$ cat config.mk
export PLATFORM = sky130hd
export DESIGN_NAME = csa_sub_8_pipe
export DESIGN_NICKNAME = d
export VERILOG_FILES = /design/src/rtl/csa_sub_8_pipe.sv
export SDC_FILE = /design/constraint.sdc
export NUM_CORES = 1
export LEC_CHECK = 0
export BUFFER_PORTS_ARGS = -buffer_cell sky130_fd_sc_hd__buf_4
export CELL_PAD_IN_SITES_DETAIL_PLACEMENT = 0
export CELL_PAD_IN_SITES_GLOBAL_PLACEMENT = 1
export CORE_UTILIZATION = 40
export CTS_CLUSTER_DIAMETER = 80
export DETAILED_ROUTE_END_ITERATION = 16
export GPL_TIMING_DRIVEN = 0
export PLACE_DENSITY_LB_ADDON = 0.1
export SETUP_SLACK_MARGIN = 0.3
export SYNTH_ARGS = -nofsm -noshare
export SYNTH_HDL_FRONTEND = slang
export SYNTH_SLANG_ARGS = --single-unit
$ cat constraint.sdc
create_clock -name clk -period 3.4 [get_ports clk]
set_input_delay 0.34 -clock clk [delete_from_list [all_inputs] [get_ports clk]]
set_output_delay 0.34 -clock clk [all_outputs]
set_load 0.01 [all_outputs]
$ cat src/rtl/csa_sub_8_pipe.sv
// Two-stage carry-select subtractor: stage 1 forms the low difference and both
// upper-half candidates, stage 2 picks the upper half using the low-half borrow.
module csa_sub_half #(
  parameter int W = 4
) (
  input  logic [W-1:0] x,
  input  logic [W-1:0] y,
  input  logic         bin,
  output logic [W-1:0] d,
  output logic         bout
);
  logic [W:0] t;

  // A negative result sets the extra top bit, which is the borrow-out.
  assign t    = {1'b0, x} - {1'b0, y} - {{W{1'b0}}, bin};
  assign d    = t[W-1:0];
  assign bout = t[W];
endmodule

module csa_sub_8_pipe #(
  parameter int WIDTH = 8
) (
  input  logic             clk,
  input  logic             rst,
  input  logic             in_valid,
  output logic             in_ready,
  input  logic [WIDTH-1:0] a,
  input  logic [WIDTH-1:0] b,
  output logic             out_valid,
  input  logic             out_ready,
  output logic [WIDTH-1:0] diff,
  output logic             borrow,
  output logic             overflow
);
  localparam int L = WIDTH / 2;

  // Slot 0: low half; slot 1: upper half, borrow-in 0; slot 2: upper half, borrow-in 1.
  logic [2:0][L-1:0] hx, hy, hd;
  logic [2:0]        hbin, hbout;

  assign hx   = {a[WIDTH-1:L], a[WIDTH-1:L], a[L-1:0]};
  assign hy   = {b[WIDTH-1:L], b[WIDTH-1:L], b[L-1:0]};
  assign hbin = 3'b100;

  for (genvar i = 0; i < 3; i++) begin : g_half
    csa_sub_half #(.W(L)) u_half (
      .x    (hx[i]),
      .y    (hy[i]),
      .bin  (hbin[i]),
      .d    (hd[i]),
      .bout (hbout[i])
    );
  end

  logic         s1_valid, s2_valid;
  logic [L-1:0] s1_lo, s1_h0, s1_h1;
  logic         s1_bl, s1_bh0, s1_bh1, s1_amsb, s1_bmsb;
  logic         adv1, adv2;

  assign adv2      = !s2_valid || out_ready;
  assign adv1      = !s1_valid || adv2;
  assign in_ready  = !rst && adv1;
  assign out_valid = s2_valid;

  always_ff @(posedge clk) begin
    if (rst) begin
      s1_valid <= 1'b0;
      s1_lo    <= '0;
      s1_h0    <= '0;
      s1_h1    <= '0;
      s1_bl    <= 1'b0;
      s1_bh0   <= 1'b0;
      s1_bh1   <= 1'b0;
      s1_amsb  <= 1'b0;
      s1_bmsb  <= 1'b0;
    end else begin
      if (adv1) s1_valid <= in_valid;
      if (in_valid && adv1) begin
        s1_lo   <= hd[0];
        s1_bl   <= hbout[0];
        s1_h0   <= hd[1];
        s1_bh0  <= hbout[1];
        s1_h1   <= hd[2];
        s1_bh1  <= hbout[2];
        s1_amsb <= a[WIDTH-1];
        s1_bmsb <= b[WIDTH-1];
      end
    end
  end

  logic [WIDTH-1:0] d_next;
  logic             b_next;

  assign d_next = {(s1_bl ? s1_h1 : s1_h0), s1_lo};
  assign b_next = s1_bl ? s1_bh1 : s1_bh0;

  // Output registers only move on a stage-2 advance, so they hold under backpressure.
  always_ff @(posedge clk) begin
    if (rst) begin
      s2_valid <= 1'b0;
      diff     <= '0;
      borrow   <= 1'b0;
      overflow <= 1'b0;
    end else begin
      if (adv2) s2_valid <= s1_valid;
      if (adv2 && s1_valid) begin
        diff     <= d_next;
        borrow   <= b_next;
        overflow <= (s1_amsb != s1_bmsb) && (d_next[WIDTH-1] != s1_amsb);
      end
    end
  end
endmodule

Yosys cells after proc, flatten, opt, wreduce, memory -nomap -nowiden
Cells that the tools add are included.
- bits of input ports: 20
- register bits: 29
- output and inout bits: 12
- word-level logic and storage cells: 29
- reductions and logical operators: 9
- eq/ne operators: 2
- muxes and demuxes: 2
- add/sub/neg operators: 3
- operators by type and width (cell ; count):
    subtractor 4 x 4 -> 5 bit ; 2
    subtractor 5 x 1 -> 5 bit (second input constant) ; 1
    logical AND 1 bit ; 4
    2-to-1 mux 4 bit ; 1
    zero test 1 bit ; 3
    logical OR 1 bit ; 2
    inequality test 1 bit ; 2
    2-to-1 mux 1 bit ; 1

Longest topological paths before layout
Gate-level depths: netlist of run 1.
- depth in word-level cells: 4
- depth in mapped cells: 10
- gate-level depth less buffers: 10

By module
From an unflattened synthesis of run 1, not the netlist that was laid out.
- cell total of the unflattened synthesis: 207
- area, all modules: 1788.0 µm²
- by module, submodules not included (module ; seq. area each (µm²) ; cells each ; area an instance (µm²) ; times used):
    csa_sub_8_pipe ; 580.6 ; 135 ; 1164.9 ; 1
    csa_sub_half ; 0.0 ; 24 ; 207.7 ; 3

Least setup slack after synthesis of run 1
Ideal clock, no wire load.
- path type: input to register
- start: input port a[4]
- end: register s1_bh1
- required time: 3.280 ns
- path buffers: 0
- arrival: 2.399 ns
- path slack: 0.881 ns
- stages: 10
- library setup time: 0.120 ns
- cell sequence: inv_1 -> ha_1 -> inv_1 -> fa_1 -> inv_1 -> ha_1 -> or2b_1 -> or4b_4 -> and2_1 -> a211o_1
- word-level cells in the longest chain between the ends: 2
- RTL lines (what ; line ; text):
    from (decl) ; 27 ; input logic [WIDTH-1:0] a,
    subtractor 4 x 4 -> 5 bit ; -- ;
    named net g_half[1].u_half.d[1] ; 9 ; output logic [W-1:0] d,
    subtractor 5 x 1 -> 5 bit ; 15 ; assign t = {1'b0, x} - {1'b0, y} - {{W{1'b0}}, bin};
    to (signal assigned) ; 84 ; s1_bh1 <= hbout[2];
    to (decl) ; 57 ; logic s1_bl, s1_bh0, s1_bh1, s1_amsb, s1_bmsb;
The timed path passes the listed nets, and every way through them passes these cells.
A chain may end at the register's enable or synchronous reset.

Final worst setup path of run 1
Same ends and word-level chain as after synthesis.

==> impl_metrics.json, run 1 <==
{
  "dp.cells": 243,
  "crit_fanout": 3,
  "reg2reg_depth": 6,
  "place_congestion": 0.737,
  "critPathCaptureType": "flip-flop",
  "yosys-top-cells-area": "dfxtp_1 (39%), ha_1 (7.6%), mux2i_1 (6.1%)",
  "core-area_um2": 3440,
  "synth_top_cell_by_area": "dfxtp_1",
  "die_h_um": 62.9,
  "setup_viol": 0,
  "netlist_instances": 166,
  "syn-cell-area_um2": 1480,
  "crit_end": "s1_bh1",
  "clkTransAtPathRegs_ns": 0.06,
  "ff2ff_setup_slack_ns": 1.62,
  "slew_violations": 0,
  "fillers": 338,
  "viasPerCell": 4.88,
  "finalNetCount": 235,
  "p_leak_nw": 0.835,
  "tritoncts.num_buffers": 5,
  "cts_sinks": 29,
  "grt_max_degree": 11,
  "ios": 32,
  "power_density_nw_per_um2": 458,
  "cts_resized": 0,
  "max_slew_margin_pct": 65.1,
  "setup_tns_ns": 0,
  "syn-mean-instance-area_um2": 8.93,
  "critPathLaunch": "a[4]",
  "critPathArrivalTime_ns": 2.70,
  "num_vias": 1225,
  "grt_pass1_wl_um": 5350,
  "dieArea_um2": 3950,
  "synth_edf_count": 0,
  "yosys_warnings": 0,
  "cts_setup_buffers": 0,
  "use_met1_pct": 21.0,
  "synth_top_area_share_pct": 39.2,
  "synth_ff_type": "dfxtp_1",
  "drive_above_1_share_pct": 23.9,
  "whs_ns": 0.294,
  "seq_area_um2": 581,
  "ys_seq_area_share_pct": 39.2,
  "fin_crit_ns": 2.47,
  "place_area_um2": 1770,
  "status": "finished clean",
  "remaining_drc_errors": 0,
  "die_w_um": 62.9,
  "fin_cells": 251,
  "drtIter0Drc": 36,
  "synth-seq-cells": 29,
  "ant_nets": 0,
  "grtUsageTotal_pct": 17.6,
  "synth_cell_types": 37,
  "grt_setup_unrepaired": "no",
  "io_buffers": 31,
  "crit_required_ns": 3.63,
  "period_share_pct": 72.7,
  "gr-usage-met2_pct": 28.9,
  "fin_area_um2": 1870,
  "multiInputGateArea_um2": 816,
  "ys_async_sr_fraction_pct": 0,
  "grt_pass1_vias": 1243,
  "htree_num_levels": 2,
  "finalHoldViolCount": 0,
  "gr-usage-met3_pct": 6.20,
  "cts-root-buf": "clkbuf_8",
  "synth_nets": 197,
  "ir_drop_uv": 190,
  "cts_hold_buffers": 0,
  "place_hpwl_um": 2370,
  "antenna_found_initial": 0,
  "hold_class": "in2reg",
  "r2r-end": "s1_h0[3]",
  "max-cap-violations": 0,
  "clk_latency_ns": 0.28,
  "dr.pass1.iters": 4,
  "max_freq_mhz": 405,
  "regToRegStartpoint": "out_valid",
  "skew_ns": 0.00109,
  "wirelength_um": 3030,
  "n_antenna_cell": 0,
  "grt.overflow.total": 0,
  "busiest_layer": "met2",
  "start_util_pct": 43.1,
  "cts_tree": "done",
  "fp-row-count": 21,
  "worstMarginPinSlew_ns": 0.520,
  "wl_per_cell_um": 12.1,
  "clock_path_buffers": 2,
  "syn2layout_area_growth_pct": 26.4,
  "critPathKind": "in2reg",
  "setup.worst_path.start_class": "input pin"
}
[routing by layer]
metal	up-vias	part of all wire (%)
li1	644	-
met1	542	48
met2	34	45
met3	5	5.5
met4	0	1.5
met5	-	0
[critical path, cell delays in order]
cell and delay, ns:
buf_4 0.10, inv_1 0.04, ha_1 0.15, inv_1 0.05, fa_1 0.46, inv_1 0.09, ha_1 0.20, or2b_1 0.24
or4b_4 0.51, a2111oi_4 0.37, a211o_1 0.15
[final cells by class]
type | instances | share of cell area (%)
multi-input cells | 115 | 43.5
flip-flops and latches | 29 | 31.0
repair buffers | 31 | 12.4
clock buffers | 7 | 5.14
well taps | 46 | 3.07
inverters | 13 | 2.60
plain buffers | 9 | 2.00
clock inverters | 1 | 0.267
[kinds of logic (layout without fill, tap and decap cells)]
logic type | count (synthesis) | after routing | synth area share (%)
AND/OR/NAND/NOR | 57 | 57 | 19.3
buffers and inverters | 22 | 61 | 5.82
adder cells (fa/ha/maj) | 11 | 11 | 10.3
XOR/XNOR | 3 | 3 | 2.28
multiplexers | 9 | 9 | 6.08
flip-flops | 29 | 29 | 39.2
AO/OA/AOI/OAI | 35 | 35 | 17.0
[worst min path at each step]
stage	from	to	slack [ns]	cells past startpoint
floorplan	s1_h1[2]	s1_h1[2]	0.43	2
global placement	s1_h1[2]	s1_h1[2]	0.44	2
detailed placement	s1_lo[2]	s1_lo[2]	0.45	2
CTS	in_valid	s1_valid	0.29	3
global route	b[7]	s1_bmsb	0.31	3
finish	in_valid	s1_valid	0.29	3
[flip-flops by register name (all words and copies together) (netlist names)]
signal     count
s1_valid       1
s1_amsb        1
s1_bl          1
overflow       1
s1_bh0         1
diff           8
s1_h1          4
s1_bh1         1
s1_bmsb        1
borrow         1
s1_lo          4
out_valid      1
s1_h0          4
[layout by cell type (no fill, tap or decap), types with 2 or more instances in the layout]
cell	instances
ha_1	9
mux2i_1	9
inv_1	13
nor2b_1	3
a211oi_1	9
a21oi_1	12
o21a_1	2
xnor2_1	2
and2_1	2
nand3_1	4
buf_1	2
o21ai_0	2
clkbuf_1	4
nand3b_1	2
and3_1	2
clkbuf_8	7
nand2_1	17
fa_1	2
a311oi_1	2
dfxtp_1	29
buf_4	31
buf_2	3
nor2_1	18
nand2b_1	2
a21o_1	2
[cell usage after synthesis, drive strengths merged, types with 2 or more instances]
cell and n:
nand3b 2, xnor2 3, a311oi 2, o21ai 3, and2 2, clkbuf 4
nor2 18, a21oi 12, nand2 17, mux2i 9, o21a 2, nor2b 3
a21o 3, and3b 2, buf 5, ha 9, dfxtp 29, and3 2
fa 2, nand2b 2, a211oi 9, inv 13, nand3 4
[per-stage QoR]
step | setup slack [ns] | power (mW) | utilization, %
4_1_cts | 0.956 | 0.869 | 54.5
2_1_floorplan | 0.881 | 0.498 | -
3_3_place_gp | 0.687 | 0.550 | 51.5
5_1_grt | 0.821 | 0.911 | 54.5
6_report | 0.929 | 0.858 | 54.5
3_5_place_dp | 0.670 | 0.556 | 51.5
[power breakdown]
part | internal (mW) | leakage [nW] | total (mW) | switching, mW
Sequential | 0.366 | 0.239 | 0.379 | 0.0126
Clock | 0.183 | 0.0542 | 0.311 | 0.128
Combinational | 0.0826 | 0.542 | 0.168 | 0.0859
Note: power is estimated with default switching activity, not from simulation.
==> inputs of run 2 (changes only) <==
- ABC_AREA: not set -> 1
- CORE_UTILIZATION: 40 -> 38
- clock period: 3.4 -> 2.3 ns (I/O delays scaled with it)
==> impl_metrics.json, run 2 <==
{
  "status": "finished clean",
  "synth_common_cells": "inv_1 (33), dfxtp_1 (29), a21oi_1 (27), o21ai_0 (23)",
  "grt_pass1_wl_um": 5200,
  "finalHoldViolCount": 0,
  "use_met1_pct": 20.5,
  "max_freq_mhz": 625,
  "synth_ff_type": "dfxtp_1",
  "synth_most_common_cell": "inv_1",
  "wirelength_um": 3080,
  "ir_drop_uv": 455,
  "max-cap-violations": 0,
  "io_buffers": 30,
  "ys_async_sr_fraction_pct": 0,
  "drtIter0Drc": 50,
  "gr-usage-met2_pct": 27.1,
  "syn-cell-area_um2": 1470,
  "cp_slowest_cell": "fa_1",
  "swShare_pct": 25.4,
  "viasPerCell": 4.73,
  "power_frac_comb_pct": 18.7,
  "gr-usage-met3_pct": 4.11,
  "drive_above_1_share_pct": 22.3,
  "netlist_instances": 195,
  "critical_path_buf_inv_count": 6,
  "critPathCaptureType": "flip-flop",
  "cts_tree": "done",
  "synth_nets": 226,
  "synth_top_area_share_pct": 39.5,
  "syn-mean-instance-area_um2": 7.55,
  "slew_violations": 0,
  "cts_setup_buffers": 0,
  "cp_cell_sequence": "buf_4 > inv_1 > ha_1 > inv_1 > fa_1 > inv_1 > ha_1 > inv_1 > nor2_4 > nand3_1 > nand2_1 > nand3_1 > nand2_1 > inv_1",
  "slowest_delay_ns": 0.44,
  "synth-seq-cells": 29,
  "core-area_um2": 3690,
  "p_int_mw": 1.01,
  "die_h_um": 64.2,
  "dr.pass1.iters": 4,
  "max_slew_margin_pct": 68.2,
  "clock_path_buffers": 2,
  "synth_cell_types": 24,
  "largest_reg_flops": 8,
  "remaining_drc_errors": 0,
  "setup_tns_ns": 0,
  "htree_num_levels": 2,
  "critPathKind": "in2reg",
  "crit_required_ns": 2.47,
  "cts_resized": 0,
  "layout_common_cells": "buf_4 (34), inv_1 (33), dfxtp_1 (29)",
  "hold_class": "in2reg",
  "busiest_layer": "met2",
  "fillers": 369,
  "grt_setup_unrepaired": "no",
  "num_vias": 1329,
  "critPathLaunch": "a[4]",
  "antenna_found_initial": 0,
  "wl_per_cell_um": 11.0,
  "grt_pass1_vias": 1198,
  "cpLargestDelayFamily": "adder cells",
  "grtUsageTotal_pct": 16.5,
  "crit_fanout": 3,
  "ff2ff_setup_slack_ns": 1.09,
  "regToRegStartpoint": "s1_h0[3]",
  "path_common_cell": "inv_1",
  "seqPwrFrac_pct": 41.6,
  "synth_edf_count": 0,
  "p_leak_nw": 0.931,
  "ant_nets": 0,
  "power_density_nw_per_um2": 722,
  "clkTransAtPathRegs_ns": 0.06,
  "p_clk_share_pct": 39.6,
  "finalNetCount": 263,
  "top_register": "diff",
  "place_congestion": 0.820,
  "hold_depth": 2,
  "n_antenna_cell": 0,
  "power.switching_mw": 0.343,
  "fp-row-count": 22,
  "cts_hold_buffers": 0,
  "fin_crit_ns": 1.60,
  "yosys_warnings": 0,
  "dieArea_um2": 4120,
  "syn2layout_area_growth_pct": 27.3,
  "clk_latency_ns": 0.27,
  "ys_seq_area_share_pct": 39.5,
  "cts_sinks": 29,
  "setup.worst_path.start_class": "input pin",
  "dp.cells": 273,
  "r2r-end": "overflow",
  "grt.overflow.total": 0,
  "grt_max_degree": 11,
  "place_hpwl_um": 2370,
  "ios": 32,
  "setup_viol": 0,
  "tritoncts.num_buffers": 5,
  "start_util_pct": 39.9,
  "crit_end": "s1_bh1",
  "synth_top_cell_by_area": "dfxtp_1",
  "yosys-top-cells-area": "dfxtp_1 (39%), a21oi_1 (9.2%), inv_1 (8.4%)",
  "fin_cells": 281,
  "die_w_um": 64.2,
  "critical_path_cell_count": 14,
  "critPathArrivalTime_ns": 1.77,
  "cts-root-buf": "clkbuf_8",
  "reg2reg_depth": 5,
  "final_common_cell": "buf_4",
  "skew_ns": 0.00262,
  "worstMarginPinSlew_ns": 0.472,
  "period_share_pct": 69.5
}
run 2: changes by cell type after synthesis, sizes merged, moves of 4 or more:
cell	change
a211oi	-8
o21ai	+22
mux2i	-9
clkbuf	-4
nand2	+6
a21oi	+15
nand3	+4
inv	+22
run 2: worst min path at each step:
stage / startpoint / slack [ns] / end
after floorplan: a[7] / 0.42 / s1_amsb
after global placement: s1_h0[2] / 0.45 / s1_h0[2]
after detailed placement: s1_h0[2] / 0.45 / s1_h0[2]
after CTS: rst / 0.21 / out_valid
after global routing: rst / 0.22 / out_valid
final: rst / 0.22 / out_valid
run 2: final cells by class:
cell class	instances	area [um^2]	share of cell area, %
multi-input combinational	124	708	37.8
sequential	29	581	31.0
timing repair buffer	30	225	12.0
inverter	35	131	7.01
clock buffer	7	86.3	4.61
tap	48	60.1	3.21
buffer	7	51.3	2.74
clock inverter	1	30.0	1.60
run 2: kinds of logic after synthesis:
group,synth area share [%]
buffers and inverters,12.4
AOI/OAI and AO/OA,19.2
adders and majority gates,10.4
DFF,39.5
xor gates and xnor gates,0.595
and+or+nand+nor,17.9
run 2: per-layer routing:
metal | wire [um] | vias up | part of all wire (%)
met2 | 1380 | 26 | 45
li1 | - | 706 | -
met1 | 1550 | 595 | 50
met4 | 22 | 0 | 0.71
met3 | 125 | 2 | 4.1
met5 | 0 | - | 0
run 2: power groups by stage:
stage	registers (mW)	clock network (mW)	logic [mW]
after floorplan	0.576	0	0.161
after global placement	0.572	0	0.249
after detailed placement	0.573	0	0.254
after CTS	0.562	0.543	0.255
after global routing	0.567	0.574	0.287
final	0.563	0.536	0.253
run 2: stage by stage:
stage	area, um^2	util, %	setup slack, ns	hold WS, ns	power (mW)
2_1_floorplan	1470	-	0.644	0.420	0.736
3_5_place_dp	1760	47.6	0.417	0.449	0.827
6_report	1870	50.8	0.701	0.221	1.35
5_1_grt	1870	50.8	0.593	0.223	1.43
3_3_place_gp	1760	47.6	0.448	0.446	0.821
4_1_cts	1870	50.8	0.691	0.215	1.36
==> inputs of run 3 (changes only) <==
- clock period: 2.3 -> 1.59 ns (I/O delays scaled with it)
==> impl_metrics.json, run 3 (synthesized netlist as in run 2, its figures left out) <==
{
  "antenna_found_initial": 0,
  "crit_fanout": 3,
  "power_density_nw_per_um2": 968,
  "critPathCaptureType": "flip-flop",
  "largest_reg_flops": 8,
  "clk_latency_ns": 0.28,
  "cts-root-buf": "clkbuf_8",
  "crit_required_ns": 1.77,
  "top_register": "diff",
  "drive_above_1_share_pct": 27.4,
  "skew_ns": 0.00428,
  "setup_viol": 0,
  "ios": 32,
  "fillers": 394,
  "grt_setup_unrepaired": "yes",
  "grtUsageTotal_pct": 17.0,
  "wl_per_cell_um": 11.1,
  "setup_ws_ns": 0.212,
  "die_w_um": 64.2,
  "clkTransAtPathRegs_ns": 0.06,
  "p_leak_nw": 0.952,
  "dr.pass1.iters": 4,
  "fin_total_pwr_mw": 1.88,
  "finalHoldViolCount": 0,
  "grt_pass1_vias": 1224,
  "critPathArrivalTime_ns": 1.56,
  "place_ws_ns": -0.172,
  "cp_cell_sequence": "buf_4 > ha_4 > inv_4 > fa_2 > inv_2 > ha_4 > inv_4 > nor2_4 > nand3_1 > nand2_1 > nand3_1 > nand2_1 > inv_1",
  "io_buffers": 30,
  "fp-row-count": 22,
  "grt_pass1_wl_um": 5220,
  "wirelength_um": 3150,
  "grt_max_degree": 11,
  "place_congestion": 0.729,
  "cp_slowest_cell": "fa_2",
  "clock_path_buffers": 2,
  "max-cap-violations": 0,
  "drtIter0Drc": 72,
  "die_h_um": 64.2,
  "period_share_pct": 86.7,
  "remaining_drc_errors": 0,
  "tritoncts.num_buffers": 5,
  "critPathKind": "in2reg",
  "num_vias": 1331,
  "core-area_um2": 3690,
  "fin_crit_ns": 1.38,
  "grt.overflow.total": 0,
  "ir_drop_uv": 559,
  "hold_class": "in2reg",
  "setup.worst_path.start_class": "input pin",
  "finalNetCount": 267,
  "dieArea_um2": 4120,
  "place_hpwl_um": 2440,
  "layout_common_cells": "buf_4 (37), inv_1 (29), dfxtp_1 (29)",
  "syn2layout_area_growth_pct": 32.1,
  "final_common_cell": "buf_4",
  "start_util_pct": 39.9,
  "cts_tree": "done",
  "cts_sinks": 29,
  "max_slew_margin_pct": 85.1,
  "worstMarginPinSlew_ns": 0.223,
  "slowest_delay_ns": 0.44,
  "viasPerCell": 4.67,
  "slew_violations": 0,
  "max_freq_mhz": 726,
  "htree_num_levels": 2,
  "setup_tns_ns": 0,
  "n_antenna_cell": 0,
  "status": "finished clean",
  "ant_nets": 0
}
==> run 3: layout make-up <==
cell class                      instances  area, um^2  area share, %
Clock inverter                          1        5.00          0.257
Clock buffer                            7        96.3           4.95
Inverter                               35         149           7.66
Buffer                                  7        51.3           2.64
Sequential cell                        29         581           29.9
Multi-Input combinational cell        124         739           38.0
Timing Repair Buffer                   34         263           13.5
Tap cell                               48        60.1           3.09
==> run 3: what timing repair did <==
action,CTS,global route
hold buffers,0,0
endpoints found under the setup margin,3,4
gates resized for setup,2,4
pin swaps,3,2
setup buffers,3,1
==> run 3: worst paths after layout <==
check                 start        to  slack, ns  cells past startpoint
setup / recovery       b[4]    s1_bh1       0.21                     13
hold / removal          rst  s1_h1[0]       0.14                      2
setup reg to reg  out_valid   diff[6]       0.44                      6
hold reg to reg    s1_h0[2]  s1_h0[2]       0.45                      2
==> run 3: critical path, delay by kind of cell <==
kind,cells,cell delay [ns]
buffers and inverters,5,0.33
AND/OR/NAND/NOR,5,0.35
adder cells (fa/ha/maj),3,0.73
==> run 3: layer usage <==
layer,part of all wire [%],GRT usage [%],up-vias
met4,0.51,6.67,0
met5,0,0,-
met1,47,20.0,594
met3,4.5,5.54,2
met2,48,28.5,21
li1,-,-,714
==> run 3: power breakdown <==
part / total, mW / internal (mW) / switching (mW)
Sequential: 0.815 / 0.787 / 0.0282
Combinational: 0.410 / 0.192 / 0.218
Clock: 0.657 / 0.390 / 0.267
Total: 1.88 / 1.37 / 0.513
==> run 3: per-stage QoR <==
step	cells	util, %	area [um^2]	hold slack [ns]
detailed placement	273	48.7	1800	0.425
finish	285	52.7	1940	0.136
global placement	273	48.7	1800	0.419
CTS	284	52.3	1930	0.131
global route	285	52.7	1940	0.146
floorplan	195	-	1510	0.349
